## src/rtl/bpu_resolve_ctrl.sv

```systemverilog
// Branch resolution controller: tracks in-flight predictions, trains the bpu on every
// resolve and redirects fetch with a full queue flush on a mispredict.
module bpu_resolve_ctrl #(
    parameter int unsigned N     = 32,
    parameter int unsigned DEPTH = 4,
    parameter int unsigned CNT_W = 16
) (
    input  logic                     clk,
    input  logic                     rst_n,
    input  logic                     i_pred_valid,
    input  logic [N-1:0]             i_pred_pc,
    input  logic                     i_pred_taken,
    input  logic [N-1:0]             i_pred_target,
    output logic                     o_pred_ready,
    input  logic                     i_res_valid,
    input  logic                     i_res_taken,
    input  logic [N-1:0]             i_res_target,
    output logic                     o_upd_valid,
    output logic [N-1:0]             o_upd_pc,
    output logic                     o_upd_taken,
    output logic                     o_redirect,
    output logic [N-1:0]             o_redirect_pc,
    output logic [$clog2(DEPTH):0]   o_inflight,
    output logic [CNT_W-1:0]         o_mispredict_cnt
);

    localparam int unsigned PtrW = $clog2(DEPTH);

    typedef logic [PtrW:0] ptr_t;
    typedef enum logic {StRun, StRecover} state_e;

    state_e state_q, state_d;
    ptr_t   wr_ptr_q, wr_ptr_d;
    ptr_t   rd_ptr_q, rd_ptr_d;

    logic [N-1:0] pc_mem    [DEPTH];
    logic         taken_mem [DEPTH];
    logic [N-1:0] tgt_mem   [DEPTH];

    logic             upd_valid_q, upd_taken_q, redirect_q;
    logic [N-1:0]     upd_pc_q, redirect_pc_q;
    logic [CNT_W-1:0] cnt_q;

    logic         full, empty, push, pop, mispredict;
    logic [N-1:0] e_pc, e_target;
    logic         e_taken;

    // Pointers carry a wrap bit: equal low bits with differing wrap bits means full.
    assign full  = (wr_ptr_q[PtrW] != rd_ptr_q[PtrW]) &&
                   (wr_ptr_q[PtrW-1:0] == rd_ptr_q[PtrW-1:0]);
    assign empty = (wr_ptr_q == rd_ptr_q);

    assign o_pred_ready = (state_q == StRun) && !full;
    assign push         = i_pred_valid && o_pred_ready;
    assign pop          = i_res_valid && !empty && (state_q == StRun);

    assign e_pc     = pc_mem[rd_ptr_q[PtrW-1:0]];
    assign e_taken  = taken_mem[rd_ptr_q[PtrW-1:0]];
    assign e_target = tgt_mem[rd_ptr_q[PtrW-1:0]];

    assign mispredict = pop && ((e_taken != i_res_taken) ||
                                (i_res_taken && (e_target != i_res_target)));

    always_ff @(posedge clk) begin
        if (push) begin
            pc_mem[wr_ptr_q[PtrW-1:0]]    <= i_pred_pc;
            taken_mem[wr_ptr_q[PtrW-1:0]] <= i_pred_taken;
            tgt_mem[wr_ptr_q[PtrW-1:0]]   <= i_pred_target;
        end
    end

    always_comb begin
        state_d  = state_q;
        wr_ptr_d = wr_ptr_q;
        rd_ptr_d = rd_ptr_q;
        unique case (state_q)
            StRun: begin
                if (mispredict) begin
                    // Flush drops the queue and any wrong-path push of this cycle.
                    state_d  = StRecover;
                    rd_ptr_d = wr_ptr_q;
                end else begin
                    if (push) wr_ptr_d = wr_ptr_q + ptr_t'(1);
                    if (pop)  rd_ptr_d = rd_ptr_q + ptr_t'(1);
                end
            end
            StRecover: state_d = StRun;
            default:   state_d = StRun;
        endcase
    end

    always_ff @(posedge clk or negedge rst_n) begin
        if (!rst_n) begin
            state_q       <= StRun;
            wr_ptr_q      <= '0;
            rd_ptr_q      <= '0;
            upd_valid_q   <= 1'b0;
            upd_pc_q      <= '0;
            upd_taken_q   <= 1'b0;
            redirect_q    <= 1'b0;
            redirect_pc_q <= '0;
            cnt_q         <= '0;
        end else begin
            state_q     <= state_d;
            wr_ptr_q    <= wr_ptr_d;
            rd_ptr_q    <= rd_ptr_d;
            upd_valid_q <= pop;
            redirect_q  <= mispredict;
            if (pop) begin
                upd_pc_q    <= e_pc;
                upd_taken_q <= i_res_taken;
            end
            if (mispredict) begin
                redirect_pc_q <= i_res_taken ? i_res_target : e_pc + N'(4);
                if (cnt_q != '1) cnt_q <= cnt_q + CNT_W'(1);
            end
        end
    end

    assign o_upd_valid      = upd_valid_q;
    assign o_upd_pc         = upd_pc_q;
    assign o_upd_taken      = upd_taken_q;
    assign o_redirect       = redirect_q;
    assign o_redirect_pc    = redirect_pc_q;
    assign o_inflight       = wr_ptr_q - rd_ptr_q;
    assign o_mispredict_cnt = cnt_q;

endmodule

```

## config.mk

```make
export PLATFORM = sky130hd
export DESIGN_NAME = bpu_resolve_ctrl
export DESIGN_NICKNAME = d
export VERILOG_FILES = /design/src/rtl/bpu_resolve_ctrl.sv
export SDC_FILE = /design/constraint.sdc
export NUM_CORES = 1
export LEC_CHECK = 0
export ABC_CLOCK_PERIOD_IN_PS = 6280
export BUFFER_PORTS_ARGS = -buffer_cell sky130_fd_sc_hd__buf_2
export CAP_MARGIN = 5
export CORE_ASPECT_RATIO = 1.4
export CORE_MARGIN = 2
export CORE_UTILIZATION = 62
export DETAILED_ROUTE_END_ITERATION = 8
export HOLD_SLACK_MARGIN = 0.02
export PLACE_DENSITY = 0.85
export SLEW_MARGIN = 5
export SYNTH_ARGS = -nofsm -noshare
export SYNTH_HDL_FRONTEND = slang
export SYNTH_SLANG_ARGS = --single-unit
```

## constraint.sdc

```tcl
create_clock -name clk -period 6.28 [get_ports clk]
set_input_delay 0.942 -clock clk [delete_from_list [all_inputs] [get_ports clk]]
set_output_delay 0.942 -clock clk [all_outputs]
set_load 0.05 [all_outputs]
```

==> results of run 1 <==
flip-flops by register name (all words and copies together) (netlist names):
name	flops
pc_mem	128
wr_ptr_q	3
rd_ptr_q	3
o_upd_taken	1
o_mispredict_cnt	16
o_upd_valid	1
o_redirect	1
taken_mem	4
tgt_mem	128
state_q	1
o_upd_pc	32
o_redirect_pc	32
where the power goes:
part	internal (uW)	switching, uW	leakage (uW)
clock	1180	808	0.000513
sequential	3160	406	0.00348
combinational	1130	2380	0.00252
total	5470	3600	0.00651
how the worst min path moves through the flow:
stage / start / to / cells past startpoint
final: rst_n / o_upd_pc[31] / 1
after global routing: rst_n / o_upd_pc[31] / 1
after CTS: rst_n / o_redirect_pc[30] / 1
after detailed placement: o_upd_pc[22] / o_upd_pc[22] / 2
after global placement: o_upd_pc[9] / o_upd_pc[9] / 2
after floorplan: wr_ptr_q[2] / wr_ptr_q[2] / 1
layer usage:
layer	GRT usage, %	part of all wire, %	vias to the layer above
li1	-	-	3786
met1	34.54	37	4364
met2	47.53	52	431
met3	4.139	7.3	88
met4	10.85	4.2	2
met5	0	0.041	-
Yosys cell counts (all sizes together):
| library cell | instances |
|---|---|
| o41ai | 1 |
| nand3b | 1 |
| mux2i | 13 |
| nor4 | 9 |
| inv | 21 |
| or3 | 5 |
| clkbuf | 16 |
| and2 | 1 |
| and3 | 11 |
| nor2 | 15 |
| nor2b | 1 |
| or4 | 3 |
| mux4 | 58 |
| o41a | 1 |
| nand2b | 1 |
| mux2 | 40 |
| edfxtp | 260 |
| nor4b | 2 |
| a21boi | 1 |
| a2bb2oi | 3 |
| a22oi | 2 |
| o311ai | 1 |
| nand2 | 142 |
| fa | 1 |
| buf | 24 |
| nand4 | 17 |
| nand3 | 18 |
| dfrtp | 90 |
| or4b | 1 |
| o211ai | 1 |
| or2 | 1 |
| a221o | 2 |
| nor3 | 12 |
| xnor2 | 40 |
| o21ai | 36 |
| xor2 | 37 |
| a31oi | 3 |
| ha | 9 |
| a21oi | 4 |
cell families after synthesis:
family	share of synthesized area (%)
flip-flops	68.72
AND/OR/NAND/NOR	7.607
multiplexers	13.12
XOR/XNOR	4.607
buffers and inverters	2.607
AO/OA/AOI/OAI	2.436
adder cells (fa/ha/maj)	0.9060
area by class of cell:
class                      instances  area, um2  share of cell area [%]
sequential                       350      10070                   59.80
inverter                          21      78.83                  0.4682
clock inverter                    15      234.0                   1.390
tap                              306      382.9                   2.274
multi-input combinational        493       4203                   24.96
timing repair buffer             199       1026                   6.094
clock buffer                      42      837.1                   4.972
antenna                            3      7.507                 0.04459
worst max-delay path, stage by stage, from the launching register on:
cell	delay, ns
dfrtp_4	0.77
buf_4	0.62
mux4_2	0.41
xor2_1	0.16
nor4_1	0.48
nand4_1	0.32
o41a_4	0.54
nand2_8	0.29
mux2_1	0.40
through the flow:
step	area, um2	std cells	hold slack (ns)	total power (uW)	setup slack [ns]
2_1_floorplan	14640	904	0.4810	6200	1.607
3_3_place_gp	15760	1369	0.4547	6984	2.224
3_5_place_dp	15760	1369	0.4581	7098	2.177
4_1_cts	16830	1426	0.4242	9082	2.118
5_1_grt	16840	1429	0.4525	9419	1.981
6_report	16840	1429	0.4033	9065	2.089
==> results.md, run 1 <==
- Detail Route Antenna Nets: 0
- Max-slew violations: 0
- Final Skew: 0.01317 ns
- Total iterations of the first detailed-routing run: 5
- DR iter-0 viols: 820
- Root Buffer Master: clkbuf_16
- Max Clock Freq: 238.6 MHz
- Synth cell types: 51
- Layout cells sized above 1: 28.39%
- Die H: 185.8 um
- Worst skew pair latency: 0.56 ns
- CTS Buf Count: 31
- # fillers: 1383
- Post-CTS setup buffer count: 0
- GPL Wtd Cong: 0.8422
- Critical Path Source: rd_ptr_q[1]
- RSZ-0062 raised after global routing: false
- I/O Buffers: 188
- Syn nets: 1016
- Seq/Total Area, Yosys: 68.72%
- Reg2Reg Setup Slack: 2.09 ns
- Worst Path Arrival: 4.61 ns
- CTS Hold Buffers Added: 0
- Die X: 133.9 um
- Max-cap violations: 0
- CP Max Fanout: 41
- Cts repair resizes: 0
- Reg-to-reg startpoint: rd_ptr_q[1]
- FP Rows: 66
- Commonest non-fill, non-tap cell in the layout: edfxtp_1
- Worst R2R End: o_redirect_pc[13]
- Core ar.: 23200 um2
- Hold Crit Class: in2async
- Dpl hpwl: 22.75 mm
- Ranking of synthesized cells by area: edfxtp_1 53%, dfrtp_1 15%, mux4_2 7.7%, nand2_1 3.6%, xnor2_1 2.4%
- Yosys top cell area share: 53.33%
- Worst rel slew slack: 29.86%
- DR WL/cell: 23.62 um
- DR vias: 8671
- Area grow syn2layout: 15.01%
- Startpoint Class: flip-flop
- Cell Pwr Density: 538.4 nW/um2
- Post-route DRC: 0
- Final Hold Viols: 0
- Worst Tran Pin Value: 1.052 ns
- Post-layout util: 72.55%
- H-tree depth: 1
- Most frequent cells in the layout: 260 x edfxtp_1, 187 x buf_2, 141 x nand2_1
- Clock Path Buffers: 3
- Synth Cell Area: 14640 um2
- First-pass GRT wire length: 50.31 mm
- Die Footprint: 24870 um2
- Final Cycle Share: 66.74%
- #FFs+latches synth: 350
- Biggest area consumer among synthesized cells: edfxtp_1
- Critical path class: reg2reg
- Total congestion overflow: 0
- Post-DR vias/cell: 6.068
- Leak pwr: 0.006512 uW
- Required time worst endpoint: 6.70 ns
- CTS tree: yes
- Critical Path Sink: o_redirect_pc[13]
- Initial antenna violation count: 5
- Final setup fails: 0
- Effective utilization at floorplan: 63.09%
- Synth warnings: 0
- Vias in the first global route: 8674
- I/O pins: 189
- Status: finished, final reports clean
- Peak VDD IR: 0.5265 mV
- Worst R2R Path Depth: 8
- GR Util All Layers: 27.23%
- CTS clk-pin slew, worst paths: 0.07 ns
- Tmin final: 4.191 ns
- Fin nets: 1208
- Crit. End Element: flip-flop
- Total routed wirelength: 33.76 mm
- Setup total negative slack: 0 ns
- Synthesized area per cell: 16.19 um2
- Largest net degree at the start of global routing: 58
- # clock sinks: 350
- Mapped Cells: 904
Note: power is estimated with default switching activity, not from simulation.
==> run 2, diff against run 1 <==
- ABC_CLOCK_PERIOD_IN_PS: 6280 -> 3900
- CORE_UTILIZATION: 62 -> 58
- PLACE_DENSITY: 0.85 -> 0.8
- clock period: 6.28 -> 3.9 ns (I/O delays scaled with it)
==> results.md, run 2 (same netlist as run 1, synthesis figures left out) <==
- Post-DR vias/cell: 5.997 (-1.2%)
- Die H: 192.0 um (+3.3%)
- Worst R2R Path Depth: 9 (+1)
- Required time worst endpoint: 4.34 ns (-2.36 ns)
- CTS Buf Count: 31 (unchanged)
- I/O Buffers: 188 (unchanged)
- Core ar.: 24760 um2 (+6.7%)
- DR WL/cell: 23.98 um (+1.5%)
- Effective utilization at floorplan: 59.13% (-4.0 points)
- Crit. End Element: flip-flop
- H-tree depth: 1 (unchanged)
- # clock sinks: 350 (unchanged)
- Area grow syn2layout: 15.85%
- Worst rel slew slack: 37.38% (+7.5 points)
- CTS clk-pin slew, worst paths: 0.06 ns (about the same)
- Final Cycle Share: 91.41% (+25 points)
- Total congestion overflow: 0 (unchanged)
- CTS tree: yes
- DR vias: 8719 (+0.55%)
- Root Buffer Master: clkbuf_16
- Dpl hpwl: 23.85 mm (+4.9%)
- Status: finished, final reports clean
- Detail Route Antenna Nets: 0 (unchanged)
- Most frequent cells in the layout: 260 x edfxtp_1, 187 x buf_2, 141 x nand2_1
- DP Cell Count: 1392 (+1.7%)
- CP Max Fanout: 25 (-39%)
- Total routed wirelength: 34.87 mm (+3.3%)
- RSZ-0062 raised after global routing: false
- Final Skew: 0.01611 ns (+0.002937 ns)
- Post-route DRC: 0 (unchanged)
- DR iter-0 viols: 803 (-2.1%)
- GR Util All Layers: 25.65% (-1.6 points)
- Layout cells sized above 1: 28.99% (+0.59 points)
- Max Clock Freq: 280.5 MHz (+18%)
- I/O pins: 189 (unchanged)
- Worst Path Arrival: 4.01 ns (-0.60 ns)
- First-pass GRT wire length: 51.43 mm (+2.2%)
- Final Hold Viols: 0 (unchanged)
- Die Footprint: 26540 um2 (+6.7%)
- Tot Pwr: 14500 uW (+60%)
- FP Rows: 68 (+3.0%)
- Worst Tran Pin Value: 0.9394 ns (-0.1127 ns)
- GPL Wtd Cong: 0.8999 (+6.9%)
- Startpoint Class: flip-flop
- Cell Pwr Density: 854.8 nW/um2 (+59%)
- Commonest non-fill, non-tap cell in the layout: edfxtp_1
- Critical path class: reg2reg
- Total iterations of the first detailed-routing run: 5 (unchanged)
- Non-Filler Instances: 1454 (+1.7%)
- Leak pwr: 0.006566 uW (+0.83%)
- Tmin final: 3.565 ns (-0.6262 ns)
- Max-cap violations: 0 (unchanged)
- Final setup fails: 0 (unchanged)
- Peak VDD IR: 1.119 mV (+110%)
- Fin nets: 1223 (+1.2%)
- Initial antenna violation count: 5 (unchanged)
- Hold Crit Class: in2async
- Max-slew violations: 0 (unchanged)
- Vias in the first global route: 8631 (-0.50%)
- Clock Path Buffers: 3 (unchanged)
- Worst skew pair latency: 0.56 ns (about the same)
- Largest net degree at the start of global routing: 68 (+17%)
- Die X: 138.3 um (+3.3%)
==> run 2: changes by cell type in the layout (fill, tap and decap cells not counted), sizes merged <==
| cell | before | now |
|---|---|---|
| diode | 3 | 4 |
| clkinvlp | 2 | 1 |
| clkinv | 7 | 14 |
| clkbuf | 42 | 39 |
| buf | 199 | 214 |
| bufinv | 6 | 2 |
| inv | 21 | 22 |
==> run 2: report_power, final <==
part / internal [uW] / switching, uW / leakage [uW]
logic: 1970 / 4030 / 0.00263
clock network: 1590 / 1290 / 0.000461
registers: 5080 / 535 / 0.00348
total: 8640 / 5860 / 0.00657
==> run 2: path summary, 6_finish.rpt <==
kind,start,slack [ns],endpoint
max reg2reg,rd_ptr_q[0],0.33,o_redirect_pc[28]
max,rd_ptr_q[0],0.33,o_redirect_pc[28]
min,rst_n,0.18,o_mispredict_cnt[12]
max in group asynchronous,rst_n,2.87,o_mispredict_cnt[7]
min in group clk,i_pred_target[23],0.24,tgt_mem[1][23]
min reg2reg,o_upd_pc[3],0.47,o_upd_pc[3]
==> run 2: per-stage QoR <==
stage | utilization (%) | hold slack, ns | setup TNS [ns] | setup slack (ns) | cell area (um2)
finish | 68.50 | 0.1785 | 0 | 0.3350 | 16960
CTS | 68.34 | 0.2066 | 0 | 0.1392 | 16920
floorplan | - | 0.2894 | -0.09265 | -0.09265 | 14640
global placement | 64.52 | 0.4554 | 0 | 0.2234 | 15970
detailed placement | 64.52 | 0.4590 | 0 | 0.1656 | 15970
global route | 68.50 | 0.2249 | 0 | 0.1442 | 16960
==> run 2: metal layers <==
layer / vias up / share of wire [%] / global-route usage [%]
met5: - / 0.032 / 0
met4: 2 / 3.5 / 9.615
met3: 67 / 7.3 / 3.391
met2: 425 / 53 / 45.60
met1: 4402 / 36 / 32.53
li1: 3823 / - / -
==> run 2: area by class of cell <==
type / count / area [um2]
Clock buffer: 39 / 805.8
Inverter: 21 / 78.83
Timing Repair Buffer: 214 / 1259
Antenna cell: 4 / 10.01
Fill cell: 1642 / 7800
Sequential cell: 350 / 10070
Tap cell: 315 / 394.1
Clock inverter: 18 / 141.4
Multi-Input combinational cell: 493 / 4203
==> run 2: critical path, cell delays in order (launching register included) <==
cell	delay [ns]
dfrtp_4	0.61
buf_4	0.43
buf_4	0.35
mux4_2	0.36
nand3_1	0.22
buf_4	0.26
nor4b_1	0.52
xnor2_1	0.26
o21ai_0	0.11
mux2_1	0.31
==> run 2: timing repair <==
item,4_1_cts,5_1_grt
hold buffers,0,0
gates resized for setup,0,0
buffers inserted,0,1
endpoints found under the setup margin,0,1
==> run 3, diff against run 2 <==
- ABC_AREA: unset -> 1
==> results.md, run 3 <==
- Status: finished, final reports clean
- Leak pwr: 0.007676 uW (+17%)
- Setup total negative slack: 0 ns (unchanged)
- First-pass GRT wire length: 62.42 mm (+21%)
- Post-layout instance area: 17990 um2 (+6.1%)
- I/O Buffers: 188 (unchanged)
- Crit. End Element: output pin
- GR Util All Layers: 29.37% (+3.7 points)
- Mapped Cells: 1555 (+72%)
- DR iter-0 viols: 1255 (+56%)
- Largest stage delay, worst path: 0.64 ns (+0.03 ns)
- Synth top cells by count: 572 x nand2_1, 260 x edfxtp_1, 184 x nand3_1
- Worst path top cell family by delay: buffers and inverters
- Cell Pwr Density: 885.6 nW/um2 (+3.6%)
- Final setup fails: 0 (unchanged)
- Most frequent cells in the layout: 572 x nand2_1, 260 x edfxtp_1, 187 x buf_2
- Synthesized area per cell: 10.03 um2 (-38%)
- Die H: 198.1 um (+3.2%)
- Worst Path Arrival: 2.81 ns (-1.20 ns)
- Worst rel slew slack: 33.08% (-4.3 points)
- Clock Path Buffers: 3 (unchanged)
- Dpl hpwl: 27.42 mm (+15%)
- DP Cell Count: 2028 (+46%)
- CTS Buf Count: 35 (+13%)
- Post-layout util: 67.52% (-0.98 points)
- CTS clk-pin slew, worst paths: 0.07 ns (about the same)
- Critical path class: reg2out
- Share of synthesized registers carrying an async set or reset: 25.71% (unchanged)
- Count leader, synth: nand2_1
- DR WL/cell: 19.83 um (-17%)
- Area grow syn2layout: 15.33%
- Total congestion overflow: 0 (unchanged)
- Initial antenna violation count: 1 (-4)
- Largest net degree at the start of global routing: 82 (+21%)
- Startpoint Class: flip-flop
- Synth cell types: 45 (-12%)
- H-tree depth: 2 (+1)
- Biggest area consumer among synthesized cells: edfxtp_1
- Final Cycle Share: 87.09% (-4.3 points)
- Worst R2R End: pc_mem[0][12]
- Die X: 142.6 um (+3.1%)
- Worst R2R Path Depth: 6 (-3)
- Reg2Reg Setup Slack: 0.76 ns (+0.43 ns)
- Critical path depth: 5 (-4)
- Required time worst endpoint: 3.31 ns (-1.03 ns)
- CP Max Fanout: 67 (+170%)
- Tmin final: 3.397 ns (-0.1685 ns)
- Buf/Inv on CP: 3 (unchanged)
- Post-CTS setup buffer count: 0 (unchanged)
- Die Footprint: 28240 um2 (+6.4%)
- Slowest stage cell, crit path: buf_4
- Hold Crit Class: in2async
- CTS tree: yes
- Detail Route Antenna Nets: 0 (unchanged)
- Final Hold Viols: 0 (unchanged)
- Effective utilization at floorplan: 58.54% (-0.59 points)
- Yosys top cell area share: 50.04% (-3.3 points)
- CTS Hold Buffers Added: 0 (unchanged)
- RSZ-0062 raised after global routing: false
- Synth warnings: 0 (unchanged)
- Worst skew pair latency: 0.53 ns (-0.03 ns)
- Peak VDD IR: 0.6292 mV (-44%)
- Post-DR vias/cell: 5.783 (-3.6%)
- Total routed wirelength: 41.49 mm (+19%)
- Ranking of synthesized cells by area: edfxtp_1 50%, dfrtp_1 14%, nand2_1 14%, nand3_1 5.9%, o21ai_0 2.4%
- Non-Filler Instances: 2093 (+44%)
- Root Buffer Master: clkbuf_16
- Worst Tran Pin Value: 1.004 ns (+0.06445 ns)
- Core ar.: 26650 um2 (+7.6%)
- Fin nets: 1849 (+51%)
- Layout cells sized above 1: 17.82% (-11 points)
- I/O pins: 189 (unchanged)
- # clock sinks: 350 (unchanged)
- Total iterations of the first detailed-routing run: 6 (+1)
- Critical Path Source: rd_ptr_q[0]
- #FFs+latches synth: 350 (unchanged)
- Post-DP Area: 16840 um2 (+5.4%)
- Hold_ws: 0.2471 ns (+0.06866 ns)
- Seq/Total Area, Yosys: 64.48% (-4.2 points)
- Post-synth EDFFs: 260 (unchanged)
- Max Clock Freq: 294.4 MHz (+5.0%)
- GPL Wtd Cong: 0.9639 (+7.1%)
- Max-cap violations: 0 (unchanged)
- Post-route DRC: 0 (unchanged)
- Vias in the first global route: 11327 (+31%)
- Cts repair resizes: 0 (unchanged)
- Synth Cell Area: 15600 um2 (+6.6%)
- Reg-to-reg startpoint: rd_ptr_q[0]
- Main synth FF type: edfxtp_1
- FP Rows: 71 (+4.4%)
- Max-slew violations: 0 (unchanged)
- Commonest non-fill, non-tap cell in the layout: nand2_1
- Final Skew: 0.01876 ns (+0.002653 ns)
- Worst path cell trace: buf_4, ha_1, fa_1, inv_1, buf_2
- DR vias: 12104 (+39%)
- Syn nets: 1667 (+64%)
-- run 3: changes by cell type after synthesis, sizes merged, moves of 12 or more --
| cell | delta |
|---|---|
| nand3 | +172 |
| nand2 | +441 |
| inv | +61 |
| mux2i | -12 |
| xnor2 | -30 |
| mux2 | -40 |
| nor2 | +87 |
| mux4 | -58 |
| xor2 | -23 |
| o21ai | +48 |
| buf | +27 |
-- run 3: metrics by stage --
stage                     total power (uW)  worst slack [ns]
after floorplan                      10580           0.03474
after global routing                 16770            0.4395
after detailed placement             12540            0.8119
after CTS                            15900            0.5195
after global placement               12350            0.9082
final                                15940            0.5035
-- run 3: power breakdown --
group	switching (uW)	leakage, uW	internal (uW)
sequential	472	0.00350	5020
combinational	5380	0.00361	1730
clock	1370	0.000566	1970
-- run 3: metal layers --
layer  share of wire (%)  global-route usage [%]  up-vias
li1                    -                       -     5579
met1                  38                   38.10     5765
met2                  49                   48.99      648
met3                 8.7                   4.958      112
met4                 4.3                   12.69        0
met5                   0                       0        -
-- run 3: kinds of logic after synthesis --
logic type      Yosys count  share of synthesized area (%)
compound gates          108                          3.673
xor+xnor                 24                          1.347
fa+ha+maj                10                         0.8501
buf+inv                 150                          4.659
flops                   350                          64.48
mux                       1                        0.06416
simple gates            912                          24.93
-- run 3: worst max-delay path by stage --
stage	to	slack, ns
floorplan	pc_mem[3][0]	0.03
global placement	pc_mem[3][12]	0.91
detailed placement	pc_mem[0][13]	0.81
CTS	o_inflight[1]	0.52
global route	o_inflight[1]	0.44
finish	o_inflight[1]	0.50
-- run 3: area by class of cell --
cell class,count,area (um2)
Sequential cell,350,10060
Fill cell,1978,8657
Multi-Input combinational cell,1055,4856
Timing Repair Buffer,212,1199
Clock buffer,50,1025
Tap cell,328,410.4
Inverter,83,312.8
Clock inverter,12,118.9
Antenna cell,3,7.507
